[config.mk]
export PLATFORM = sky130hd
export DESIGN_NAME = axi_eth_tx_arb
export DESIGN_NICKNAME = d
export VERILOG_FILES = /design/src/rtl/axi_eth_tx_arb_pkg.sv /design/src/rtl/axi_eth_tx_arb_rr_arb4.sv /design/src/rtl/axi_eth_tx_arb.sv
export SDC_FILE = /design/constraint.sdc
export NUM_CORES = 1
export LEC_CHECK = 0
export ABC_AREA = 0
export CORE_AREA = 5 5 269 271
export DETAILED_ROUTE_END_ITERATION = 7
export DIE_AREA = 0 0 274 276
export PLACE_DENSITY = 0.41
export SLEW_MARGIN = 0
export SYNTH_ARGS = -nofsm -noshare
export SYNTH_HDL_FRONTEND = slang
export SYNTH_SLANG_ARGS = --single-unit
[constraint.sdc]
create_clock -name clk -period 5.8 [get_ports clk]
set_clock_uncertainty 0.1 [all_clocks]
set_input_delay 0.58 -clock clk [delete_from_list [all_inputs] [get_ports clk]]
set_output_delay 0.58 -clock clk [all_outputs]
set_load 0.005 [all_outputs]
[src/rtl/axi_eth_tx_arb_pkg.sv]
// Shared types for the Ethernet TX arbiter: FSM states, port count, header record.
package axi_eth_tx_arb_pkg;
    localparam int NUM_PORTS = 4;

    typedef enum logic [1:0] {IDLE, HDR, STREAM} state_t;

    typedef struct packed {
        logic [47:0] dst_mac;
        logic [47:0] src_mac;
        logic [15:0] ethertype;
    } eth_hdr_t;
endpackage

[src/rtl/axi_eth_tx_arb_rr_arb4.sv]
// Combinational 4-way round-robin picker with optional strict priority for port 0.
module rr_arb4
    import axi_eth_tx_arb_pkg::*;
(
    input  logic [NUM_PORTS-1:0] req,
    input  logic [1:0]           ptr,
    input  logic                 strict0,
    output logic [1:0]           idx,
    output logic                 vld
);
    always_comb begin
        idx = ptr;
        vld = |req;
        // Walk offsets high to low so the closest requester at or after ptr wins.
        for (int i = NUM_PORTS - 1; i >= 0; i--) begin
            if (req[ptr + 2'(i)]) idx = ptr + 2'(i);
        end
        if (strict0 && req[0]) idx = 2'd0;
    end
endmodule

[src/rtl/axi_eth_tx_arb.sv]
// Four-requester arbiter feeding one Ethernet TX port: header handshake, then payload mux.
module axi_eth_tx_arb
    import axi_eth_tx_arb_pkg::*;
#(
    parameter bit STRICT_PORT0 = 1'b1,
    parameter int CNT_W        = 16
) (
    input  logic               clk,
    input  logic               areset,
    input  logic               s0_req,
    output logic               s0_ack,
    input  logic [47:0]        s0_dst_mac,
    input  logic [47:0]        s0_src_mac,
    input  logic [15:0]        s0_ethertype,
    input  logic [7:0]         s0_axis_tdata,
    input  logic               s0_axis_tlast,
    input  logic               s0_axis_tvalid,
    output logic               s0_axis_tready,
    input  logic               s1_req,
    output logic               s1_ack,
    input  logic [47:0]        s1_dst_mac,
    input  logic [47:0]        s1_src_mac,
    input  logic [15:0]        s1_ethertype,
    input  logic [7:0]         s1_axis_tdata,
    input  logic               s1_axis_tlast,
    input  logic               s1_axis_tvalid,
    output logic               s1_axis_tready,
    input  logic               s2_req,
    output logic               s2_ack,
    input  logic [47:0]        s2_dst_mac,
    input  logic [47:0]        s2_src_mac,
    input  logic [15:0]        s2_ethertype,
    input  logic [7:0]         s2_axis_tdata,
    input  logic               s2_axis_tlast,
    input  logic               s2_axis_tvalid,
    output logic               s2_axis_tready,
    input  logic               s3_req,
    output logic               s3_ack,
    input  logic [47:0]        s3_dst_mac,
    input  logic [47:0]        s3_src_mac,
    input  logic [15:0]        s3_ethertype,
    input  logic [7:0]         s3_axis_tdata,
    input  logic               s3_axis_tlast,
    input  logic               s3_axis_tvalid,
    output logic               s3_axis_tready,
    output logic               m_req,
    input  logic               m_ack,
    output logic [47:0]        m_dst_mac,
    output logic [47:0]        m_src_mac,
    output logic [15:0]        m_ethertype,
    output logic [7:0]         m_axis_tdata,
    output logic               m_axis_tlast,
    output logic               m_axis_tvalid,
    input  logic               m_axis_tready,
    output logic               busy,
    output logic [1:0]         grant_id,
    output logic [4*CNT_W-1:0] frame_cnt
);
    logic [NUM_PORTS-1:0]          req_v, tlast_v, tvalid_v, tready_v, ack_q;
    logic [NUM_PORTS-1:0][7:0]     tdata_v;
    eth_hdr_t [NUM_PORTS-1:0]      hdr_v;
    eth_hdr_t                      hdr_q;
    state_t                        state, state_nxt;
    logic [1:0]                    grant_q, rr_ptr, win_idx;
    logic                          win_vld, streaming, beat_last;

    assign req_v    = {s3_req, s2_req, s1_req, s0_req};
    assign tlast_v  = {s3_axis_tlast, s2_axis_tlast, s1_axis_tlast, s0_axis_tlast};
    assign tvalid_v = {s3_axis_tvalid, s2_axis_tvalid, s1_axis_tvalid, s0_axis_tvalid};
    assign tdata_v  = {s3_axis_tdata, s2_axis_tdata, s1_axis_tdata, s0_axis_tdata};
    assign hdr_v[0] = {s0_dst_mac, s0_src_mac, s0_ethertype};
    assign hdr_v[1] = {s1_dst_mac, s1_src_mac, s1_ethertype};
    assign hdr_v[2] = {s2_dst_mac, s2_src_mac, s2_ethertype};
    assign hdr_v[3] = {s3_dst_mac, s3_src_mac, s3_ethertype};

    rr_arb4 u_arb (
        .req     (req_v),
        .ptr     (rr_ptr),
        .strict0 (STRICT_PORT0),
        .idx     (win_idx),
        .vld     (win_vld)
    );

    // Payload path is gated by state so reset silences it without waiting for a clock.
    assign streaming     = (state == STREAM);
    assign m_axis_tdata  = streaming ? tdata_v[grant_q] : 8'h00;
    assign m_axis_tvalid = streaming & tvalid_v[grant_q];
    assign m_axis_tlast  = streaming & tlast_v[grant_q];
    assign beat_last     = m_axis_tvalid & m_axis_tready & m_axis_tlast;

    always_comb begin
        tready_v = '0;
        if (streaming) tready_v[grant_q] = m_axis_tready;
    end

    always_comb begin
        state_nxt = state;
        case (state)
            IDLE:    if (win_vld)   state_nxt = HDR;
            HDR:     if (m_ack)     state_nxt = STREAM;
            STREAM:  if (beat_last) state_nxt = IDLE;
            default:                state_nxt = IDLE;
        endcase
    end

    always_ff @(posedge clk or posedge areset) begin
        if (areset) state <= IDLE;
        else        state <= state_nxt;
    end

    always_ff @(posedge clk or posedge areset) begin
        if (areset) begin
            grant_q <= 2'd0;
            rr_ptr  <= 2'd0;
            hdr_q   <= '0;
            ack_q   <= '0;
        end else begin
            ack_q <= '0;
            if (state == IDLE && win_vld) begin
                grant_q        <= win_idx;
                hdr_q          <= hdr_v[win_idx];
                ack_q[win_idx] <= 1'b1;
            end
            if (beat_last) rr_ptr <= grant_q + 2'd1;
        end
    end

    for (genvar n = 0; n < NUM_PORTS; n++) begin : g_cnt
        logic [CNT_W-1:0] cnt;
        always_ff @(posedge clk or posedge areset) begin
            if (areset)                              cnt <= '0;
            else if (beat_last && grant_q == 2'(n))  cnt <= cnt + 1'b1;
        end
        assign frame_cnt[n*CNT_W +: CNT_W] = cnt;
    end

    assign {s3_ack, s2_ack, s1_ack, s0_ack} = ack_q;
    assign {s3_axis_tready, s2_axis_tready, s1_axis_tready, s0_axis_tready} = tready_v;
    assign m_req       = (state == HDR);
    assign busy        = (state != IDLE);
    assign grant_id    = grant_q;
    assign m_dst_mac   = hdr_q.dst_mac;
    assign m_src_mac   = hdr_q.src_mac;
    assign m_ethertype = hdr_q.ethertype;
endmodule

; ---- Word-level counts from Yosys, hierarchy flattened
; Cells that the tools add are included.
[classes]
addsub = 8
magnitude_cmp = 8
n_eq_ne = 8
mux = 32
n_bitwise = 5
n_reduce_logical = 12
[ops]
columns = op, count
row1 = $bmux W112 S2, 1
row2 = $mux W112, 1
row3 = $add A16 B1 Y16 const B, 4
row4 = $lt A2 B3 Y1 const B, 6
row5 = $bmux W8 S2, 1
row6 = $mux W2, 8
row7 = $mux W8, 2
row8 = $bmux W1 S2, 6
row9 = $mux W1, 8
row10 = $mux W4, 2
row11 = $logic_and A1 B1 Y1, 7
row12 = $eq A2 B2 Y1 const B, 3
row13 = $pmux W2 S3, 1
row14 = $add A2 B1 Y2 const B, 2
row15 = $add A2 B2 Y2 const B, 2
row16 = $and A1 B1 Y1, 4
row17 = $and A4 B4 Y4, 1
row18 = $demux W1 S2, 2
row19 = $eq A2 B1 Y1 const B, 2
row20 = $ge A2 B1 Y1 const B, 2
row21 = $logic_not A2 Y1, 2
row22 = $ne A2 B1 Y1 const B, 2
row23 = $reduce_or A4 Y1, 1
row24 = $reduce_and A3 Y1, 1
row25 = other kinds (2), 2
[totals]
reg_bits = 186
in_bits = 496
output_inout_bits = 198
elab_cells = 84

; ---- Logic depth before layout (Yosys ltp)
; Gate-level depths: netlist (run 1).
[logic_depth]
depth_word = 13
mapped_depth = 8
ltp_nobuf = 6

; ---- By module
; A second synthesis (run 1) with hierarchy kept.
[unflattened]
hier_cells = 736
area_unflattened_um2 = 10686.5
[by_module_without_submodules]
columns = module, instances, cells_per_inst, area_per_inst_um2, seq_area_each_um2
row1 = axi_eth_tx_arb, 1, 715, 10576.4, 4654.5
row2 = rr_arb4, 1, 21, 110.1, 0.0

; ---- Worst setup path before layout (run 1)
; Ideal clock, no wire load.
[synth_path]
kind = input port to flip-flop
from = input port s1_req
to = register hdr_q (netlist bit m_ethertype[15])
setup_time_ps = 138
arrival_time_ps = 1947
required_time_ps = 5562
path_slack_ps = 3615
cell_stages = 6
path_buffers = 3
path_cell_list = o41ai_2 -> nand2b_1 -> buf_2 -> buf_2 -> buf_2 -> o221ai_1
[synth_between]
elab_chain_len = 9
elab_cells_between_ends = 17
cone_classes = mux (15) / reduce/logical (2)
[synth_lines]
columns = item, line
row1 = start: declaration, axi_eth_tx_arb.sv:19  ; input logic s1_req,
row2 = $bmux W1 S2, axi_eth_tx_arb_rr_arb4.sv:16  ; if (req[ptr + 2'(i)]) idx = ptr + 2'(i);
row3 = $mux W1 (implied by the code), axi_eth_tx_arb_rr_arb4.sv:16
row4 = $mux W2 (4 in a row), axi_eth_tx_arb_rr_arb4.sv:16
row5 = $mux W2, axi_eth_tx_arb_rr_arb4.sv:18  ; if (strict0 && req[0]) idx = 2'd0;
row6 = $bmux W112 S2, axi_eth_tx_arb.sv:121  ; hdr_q <= hdr_v[win_idx];
row7 = $mux W112 (implied by the code), axi_eth_tx_arb.sv:121
row8 = end signal: assignment, axi_eth_tx_arb.sv:121
row9 = end: declaration, axi_eth_tx_arb.sv:62  ; eth_hdr_t hdr_q;
; Parallel ways exist; a longest one is shown, timed or not. The select of a mux whose other input is x is not followed.
; A chain may end at the register's enable or synchronous reset.

; ---- Final worst setup path (run 1)
[layout_path]
from = register grant_q[0] (netlist: grant_id[0])
to = output port m_axis_tdata[6]
[layout_between]
elab_chain_len = 3
[layout_lines]
columns = item, line
row1 = start: declaration, axi_eth_tx_arb.sv:64  ; logic [1:0] grant_q, rr_ptr, win_idx;
row2 = start signal: assignment, axi_eth_tx_arb.sv:120  ; grant_q <= win_idx;
row3 = $bmux W8 S2, axi_eth_tx_arb.sv:86  ; assign m_axis_tdata = streaming ? tdata_v[grant_q] : 8'h00;
row4 = $mux W8 (implied by the code), axi_eth_tx_arb.sv:86
row5 = $mux W8, axi_eth_tx_arb.sv:86
row6 = end: declaration, axi_eth_tx_arb.sv:51  ; output logic [7:0] m_axis_tdata,
; Every way passes these cells. The select of a mux whose other input is x is not followed.

==> reports/qor.csv, run 1 <==
stage;metric;value;unit
placement;GP Congestion;0.803;
pwr;Pwr Total;0.00641;W
sta;TNS Setup;0;ns
pwr;Switch Pwr;0.00242;W
detailed_routing;starting DRC count in detailed routing;410;
logic_synthesis;Synth Warn #;0;
logic_synthesis;synthesized area;0.0105;mm²
die;Initial Util;0.152;
pwr;P_int;0.00399;W
worst_setup_path;WP data required;5.12;ns
sta;final-report max-slew violation count;0;
min_path;Hold Crit Class;reg -> reg;
clock_tree;CTS tree;built;
logic_synthesis;#FFs+latches synth;186;
layout;Layout Nets;2120;
logic_synthesis;Seq/Total Area, Yosys;0.442;
detailed_routing;DRT Wirelength;54.4;mm
pwr;clock network fraction of total power;0.202;
clock_tree;# H-tree levels;4;
clock_tree;cts repair resizes;0;
pwr;Logic pwr share;0.480;
layout;final core utilization;0.275;
clock_tree;Post-CTS Setup Bufs;0;
logic_synthesis;post-synth net total;1474;
worst_setup_path;worst-path cell chain;mux4_2, nor2b_1, clkdlybuf4s50_1;
detailed_routing;first-pass detailed-route iteration total;6;
layout;Post-Layout Cell Count;2575;
worst_setup_path;slowest stage delay, CP;0.89;ns
clock_tree;clock-pin slew on the worst setup and hold paths;0.09;ns
clock_tree;root buffer cell;clkbuf_16;
clock_tree;clock sinks;186;
sta;Tmin final;3.38;ns
pwr;Switching Share;0.378;
worst_setup_path;slowest stage cell on the critical path;dfrtp_1;
outcome;status;complete, no violations;
pwr;Leak;7.38;nW
worst_setup_path;nature of the critical path endpoint;primary output;
die;Rows;97;
clock_tree;Hold Buf Count CTS;0;
logic_synthesis;Syn Area/Cell;10.9;µm²
detailed_routing;routed vias;10400;
run;MaxCap Viol Count;0;
detailed_routing;residual antenna-violating net count after detailed routing;0;
sta;setup violators final;0;
die;die area;0.0756;mm²
sta;Final Hold Violating Endpoints;0;
grt;global-route wire length before repair;78.4;mm
worst_setup_path;Startpoint Class;flop;
sta;fmax;0.296;GHz
sta;Slew @ Worst Pin;1.04;ns
detailed_routing;wire per inst;21.1;µm
clock_tree;Clock Path Buffers;2;
layout;Area Overhead vs Synth;81.4;%
placement;placed cells;2537;
clock_tree;CTS Buf Count;17;
die;Die H;276;µm
worst_setup_path;WP data arrival;2.70;ns
placement;Port Buffers;693;
detailed_routing;via/cell ratio;4.05;
pwr;register share of total power;0.318;
worst_setup_path;setup slack, reg-to-reg;2.75;ns
worst_setup_path;CP Max Fanout;16;
logic_synthesis;Mapped Cells;970;
pwr;worst vdd ir;0.165;mV
die;Top Ports;694;
logic_synthesis;Synth area leaders;dfrtp_1 (44%), mux2i_1 (21%), o221ai_1 (9.3%), nand2_1 (5.1%), xnor2_1 (2.7%);
clock_tree;clock latency at the later pin of the worst-skew pair;0.48;ns
detailed_routing;DRC;0;
grt;vias in the first global route;11300;
worst_setup_path;kind of critical path;reg -> out;
grt;largest net degree at the start of global routing;111;
layout;most common cell after layout, fill and taps aside;clkdlybuf4s50_1;
layout;Finished Cell Area;0.0191;mm²
sta;Slew headroom;0.305;
die;total core area;0.0695;mm²
logic_synthesis;top-area cell type share of the netlist area;0.442;
placement;Post-DP HPWL;42.6;mm
grt;gr ovfl total;0;
sta;RSZ-0062 raised after global routing;no;
logic_synthesis;post-synth top area cell;dfrtp_1;
layout;commonest non-fill, non-tap cells in the layout;clkdlybuf4s50_1 (693), mux2i_1 (224), dfrtp_1 (186);
grt;antenna violations before repair;6;
grt;GRT Overall Usage;0.138;
die;Die X;274;µm
sta;Tcrit/Tclk final;0.583;
layout;share of layout cells above drive strength 1;0.0381;
pwr;PwrDens;335;mW/mm²
placement;Area after DPL;0.0185;mm²
logic_synthesis;number of library cell types mapped by synthesis;36;
area by class of cell:
class                           instances  area (µm²)
Antenna cell                            6        15.0
Timing Repair Buffer                  705        7090
Sequential cell                       186        4650
Fill cell                            7267       50400
Clock buffer                           17         425
Tap cell                              940        1180
Clock inverter                         15         211
Inverter                               10        45.0
Multi-Input combinational cell        696        5500
layer usage:
metal,up-vias,wire length [µm],GRT usage
met3,43,4280,0.0421
met1,5051,21100,0.156
met5,-,11,0
met2,412,28000,0.247
li1,4933,-,-
met4,2,988,0.0445
state kept, by name, indices dropped and copies added, names as in the netlist:
register / count
m_ethertype: 16
g_cnt.cnt: 64
m_src_mac: 48
ack_q: 4
grant_id: 2
rr_ptr: 2
m_dst_mac: 48
state: 2
stage by stage:
step / setup WS (ns) / hold WS [ns]
2_1_floorplan: 0.0629 / 0.363
3_3_place_gp: 2.23 / 0.360
3_5_place_dp: 2.15 / 0.364
4_1_cts: 2.28 / 0.377
5_1_grt: 2.19 / 0.404
6_report: 2.42 / 0.375
synth_stat cells:
cell	instances
or3_1	1
or4_1	1
ha_1	8
inv_1	10
nand2b_1	4
and3_1	7
and4_1	10
and3b_1	1
nor3b_1	2
nand4_1	32
o41ai_2	1
nor3_1	18
nor2_1	17
mux2_2	3
a2111oi_2	1
nor2b_1	13
mux2i_1	224
buf_2	51
and2_1	3
xor2_1	28
dfrtp_1	186
nor4_1	2
nand2_1	142
or2_2	1
o2bb2ai_1	1
buf_4	1
buf_1	4
and4b_1	1
mux4_2	10
buf_6	3
clkbuf_1	19
o21ai_0	4
xnor2_1	32
o221ai_1	112
a221oi_1	1
nand3_1	16
power by group through the flow:
stage	sequential, W	combinational (W)	clock (W)
2_1_floorplan	0.00202	0.00132	0
3_3_place_gp	0.00206	0.00314	0
3_5_place_dp	0.00206	0.00315	0
4_1_cts	0.00204	0.00316	0.00136
5_1_grt	0.00210	0.00334	0.00140
6_report	0.00204	0.00308	0.00129
path summary, 6_finish.rpt:
kind | start | endpoint | depth (start not counted)
max | grant_id[0]$_DFFE_PP0P_ | m_axis_tdata[6] | 3
min | g_cnt[1].cnt[15]$_DFFE_PP0P_ | g_cnt[1].cnt[15]$_DFFE_PP0P_ | 1
max reg2reg | state[0]$_DFFE_PP0P_ | m_dst_mac[15]$_DFFE_PP0P_ | 5
min reg2reg | g_cnt[1].cnt[15]$_DFFE_PP0P_ | g_cnt[1].cnt[15]$_DFFE_PP0P_ | 1
max in group asynchronous | areset | m_ethertype[6]$_DFFE_PP0P_ | 3
min in group asynchronous | areset | g_cnt[1].cnt[15]$_DFFE_PP0P_ | 2
logic make-up after synthesis:
family,synth area share
AO/OA/AOI/OAI,0.0996
buffers and inverters,0.0399
adder cells (fa/ha/maj),0.00950
XOR/XNOR,0.0499
multiplexers,0.237
flip-flops,0.442
AND/OR/NAND/NOR,0.122
worst max-delay path: cells and delay by family (launching register included):
| kind | cells | cell delay [ns] |
|---|---|---|
| mux | 1 | 0.60 |
| buf+inv | 1 | 0.56 |
| simple gates | 1 | 0.17 |
| flops | 1 | 0.89 |
No activity file was read; power rests on OpenSTA's default activity.
==> run 2, diff against run 1 <==
==> constraint.sdc (replaced) <==
create_clock -name clk -period 2.8 [get_ports clk]
set_clock_uncertainty 0.1 [all_clocks]
set_input_delay 0.28 -clock clk [delete_from_list [all_inputs] [get_ports clk]]
set_output_delay 0.28 -clock clk [all_outputs]
set_load 0.005 [all_outputs]
==> reports/qor.csv, run 2 (synthesis results as in run 1) <==
stage;metric;value;unit;change
worst_setup_path;WP data required;2.42;ns;-2.70 ns
die;die area;0.0756;mm²;unchanged
layout;Post-Layout Cell Count;2622;;+1.8%
outcome;status;complete, no violations;;
detailed_routing;wire length on met3;4.66;mm;+9.1%
detailed_routing;wl on met1;22.2;mm;+5.3%
run;MaxCap Viol Count;0;;unchanged
worst_setup_path;kind of critical path;reg -> out;;
sta;Slew headroom;0.569;;+0.263
layout;Sequential Area;0.00466;mm²;about the same
clock_tree;CTS tree;built;;
layout;share of layout cells above drive strength 1;0.0662;;+0.0281
sta;Fin Hold WS;0.300;ns;-0.0747 ns
layout;max reg flops;64;;unchanged
layout;Layout Nets;2169;;+2.3%
detailed_routing;residual antenna-violating net count after detailed routing;0;;unchanged
placement;placed cells;2585;;+1.9%
placement;GP Congestion;0.870;;+8.3%
die;total core area;0.0695;mm²;unchanged
sta;setup violators final;0;;unchanged
detailed_routing;met2 wire length;27.6;mm;-1.4%
clock_tree;root buffer cell;clkbuf_16;;
worst_setup_path;slowest stage delay, CP;0.49;ns;-0.40 ns
detailed_routing;starting DRC count in detailed routing;457;;+11%
detailed_routing;first-pass detailed-route iteration total;4;;-2
clock_tree;clock-pin slew on the worst setup and hold paths;0.08;ns;about the same
grt;antenna violations before repair;5;;-1
detailed_routing;wire per inst;21.2;µm;+0.25%
clock_tree;Post-CTS Setup Bufs;0;;unchanged
sta;TNS Setup;0;ns;unchanged
worst_setup_path;WP data arrival;2.28;ns;-0.42 ns
layout;final core utilization;0.282;;+0.00684
worst_setup_path;slowest stage cell on the critical path;mux4_2;;
layout;area of the multi-input gates;0.00550;mm²;unchanged
layout;Fillers;7226;;-0.56%
sta;Tcrit/Tclk final;0.951;;
die;Initial Util;0.152;;unchanged
clock_tree;Clock Path Buffers;2;;unchanged
pwr;worst vdd ir;0.509;mV;+210%
clock_tree;# H-tree levels;4;;unchanged
detailed_routing;Top Metal Used;met4;;
detailed_routing;via/cell ratio;4.06;;+0.24%
sta;Tmin final;2.66;ns;
grt;global-route wire length before repair;79.6;mm;+1.5%
pwr;Pwr Total;0.0136;W;+110%
worst_setup_path;nature of the critical path endpoint;primary output;;
layout;Area Overhead vs Synth;85.9;%;
worst_setup_path;CP Max Fanout;13;;-3
min_path;Hold Crit Class;in -> reg;;
clock_tree;clock latency at the later pin of the worst-skew pair;0.49;ns;about the same
die;Top Ports;694;;unchanged
placement;Port Buffers;693;;unchanged
worst_setup_path;Startpoint Class;flop;;
die;Die X;274;µm;unchanged
grt;gr ovfl total;0;;unchanged
die;Die H;276;µm;unchanged
layout;most common cell after layout, fill and taps aside;clkdlybuf4s50_1;;
detailed_routing;routed vias;10700;;+2.1%
placement;Post-DP HPWL;44.3;mm;+4.2%
sta;RSZ-0062 raised after global routing;no;;
pwr;Leak;7.69;nW;+4.2%
grt;GRT Overall Usage;0.140;;+0.00245
sta;fmax;0.376;GHz;
layout;commonest non-fill, non-tap cells in the layout;clkdlybuf4s50_1 (690), mux2i_1 (224), dfrtp_1 (185);;
die;Rows;97;;unchanged
sta;Slew @ Worst Pin;0.647;ns;-0.395 ns
layout;Reg with most FFs;g_cnt.cnt;;
pwr;PwrDens;695;mW/mm²;+110%
clock_tree;clock sinks;186;;unchanged
worst_setup_path;worst-path cell chain;buf_12, buf_4, mux4_2, nor2b_1, clkdlybuf4s50_1;;
grt;vias in the first global route;11400;;+0.83%
clock_tree;CTS Buf Count;17;;unchanged
detailed_routing;DRT Wirelength;55.5;mm;+2.1%
sta;final-report max-slew violation count;0;;unchanged
sta;Final Hold Violating Endpoints;0;;unchanged
detailed_routing;DRC;0;;unchanged
grt;largest net degree at the start of global routing;97;;-13%
-- run 2: cell count changes in the layout (fill, tap and decap cells not counted), moves of 2 or more --
cell,change
buf_4,+39
clkinvlp_4,+2
buf_12,+9
diode_2,-2
clkdlybuf4s50_1,-3
dlymetal6s2s_1,+2
-- run 2: cell type report --
cell class,instances,area share
clock inverter,15,0.0106
inverter,10,0.00211
sequential,186,0.238
antenna,4,0.000511
clock buffer,17,0.0217
timing repair buffer,754,0.387
tap,940,0.0600
multi-input combinational,696,0.281
-- run 2: worst max-delay path, delay by kind of cell (launching register included) --
kind | cells | cell delay (ns)
buffers and inverters | 3 | 0.80
AND/OR/NAND/NOR | 1 | 0.14
multiplexers | 1 | 0.49
flip-flops | 1 | 0.37
-- run 2: power by group --
part	total [W]	switching, W	internal (W)
logic	0.00672	0.00305	0.00366
clock network	0.00270	0.00146	0.00124
registers	0.00420	0.000620	0.00358
total	0.0136	0.00513	0.00848
-- run 2: path summary, 6_finish.rpt --
check                      slack [ns]                           end  depth (start not counted)                    startpoint
hold reg to reg                  0.37  g_cnt[0].cnt[15]$_DFFE_PP0P_                          1  g_cnt[0].cnt[15]$_DFFE_PP0P_
max in group asynchronous        1.34     m_src_mac[27]$_DFFE_PP0P_                          5                        areset
setup reg to reg                 0.49   m_ethertype[10]$_DFFE_PP0P_                          6         rr_ptr[1]$_DFFE_PP0N_
setup / recovery                 0.14               m_axis_tdata[2]                          5       grant_id[0]$_DFFE_PP0P_
hold / removal                   0.30          state[0]$_DFFE_PP0P_                          2                         m_ack
min in group asynchronous        0.47            ack_q[1]$_DFF_PP0_                          3                        areset
-- run 2: timing repair --
action                                  4_1_cts  5_1_grt
hold endpoints to repair                      1        0
pin swaps                                     0        0
cloned                                        0        0
endpoints found under the setup margin        7        8
hold buffers                                  1        0
gates resized for setup                       2        5
-- run 2: metal layers --
metal,global-route usage,vias to the layer above
met3,0.0455,46
li1,-,5018
met4,0.0417,0
met1,0.165,5136
met2,0.244,457
met5,0,-
-- run 2: per-stage QoR --
stage,area (µm²),worst slack [ns]
finish,19600,0.137
floorplan,10500,0.0275
global route,19600,0.00352
detailed placement,18900,0.0479
global placement,18900,0.0261
CTS,19600,0.0210
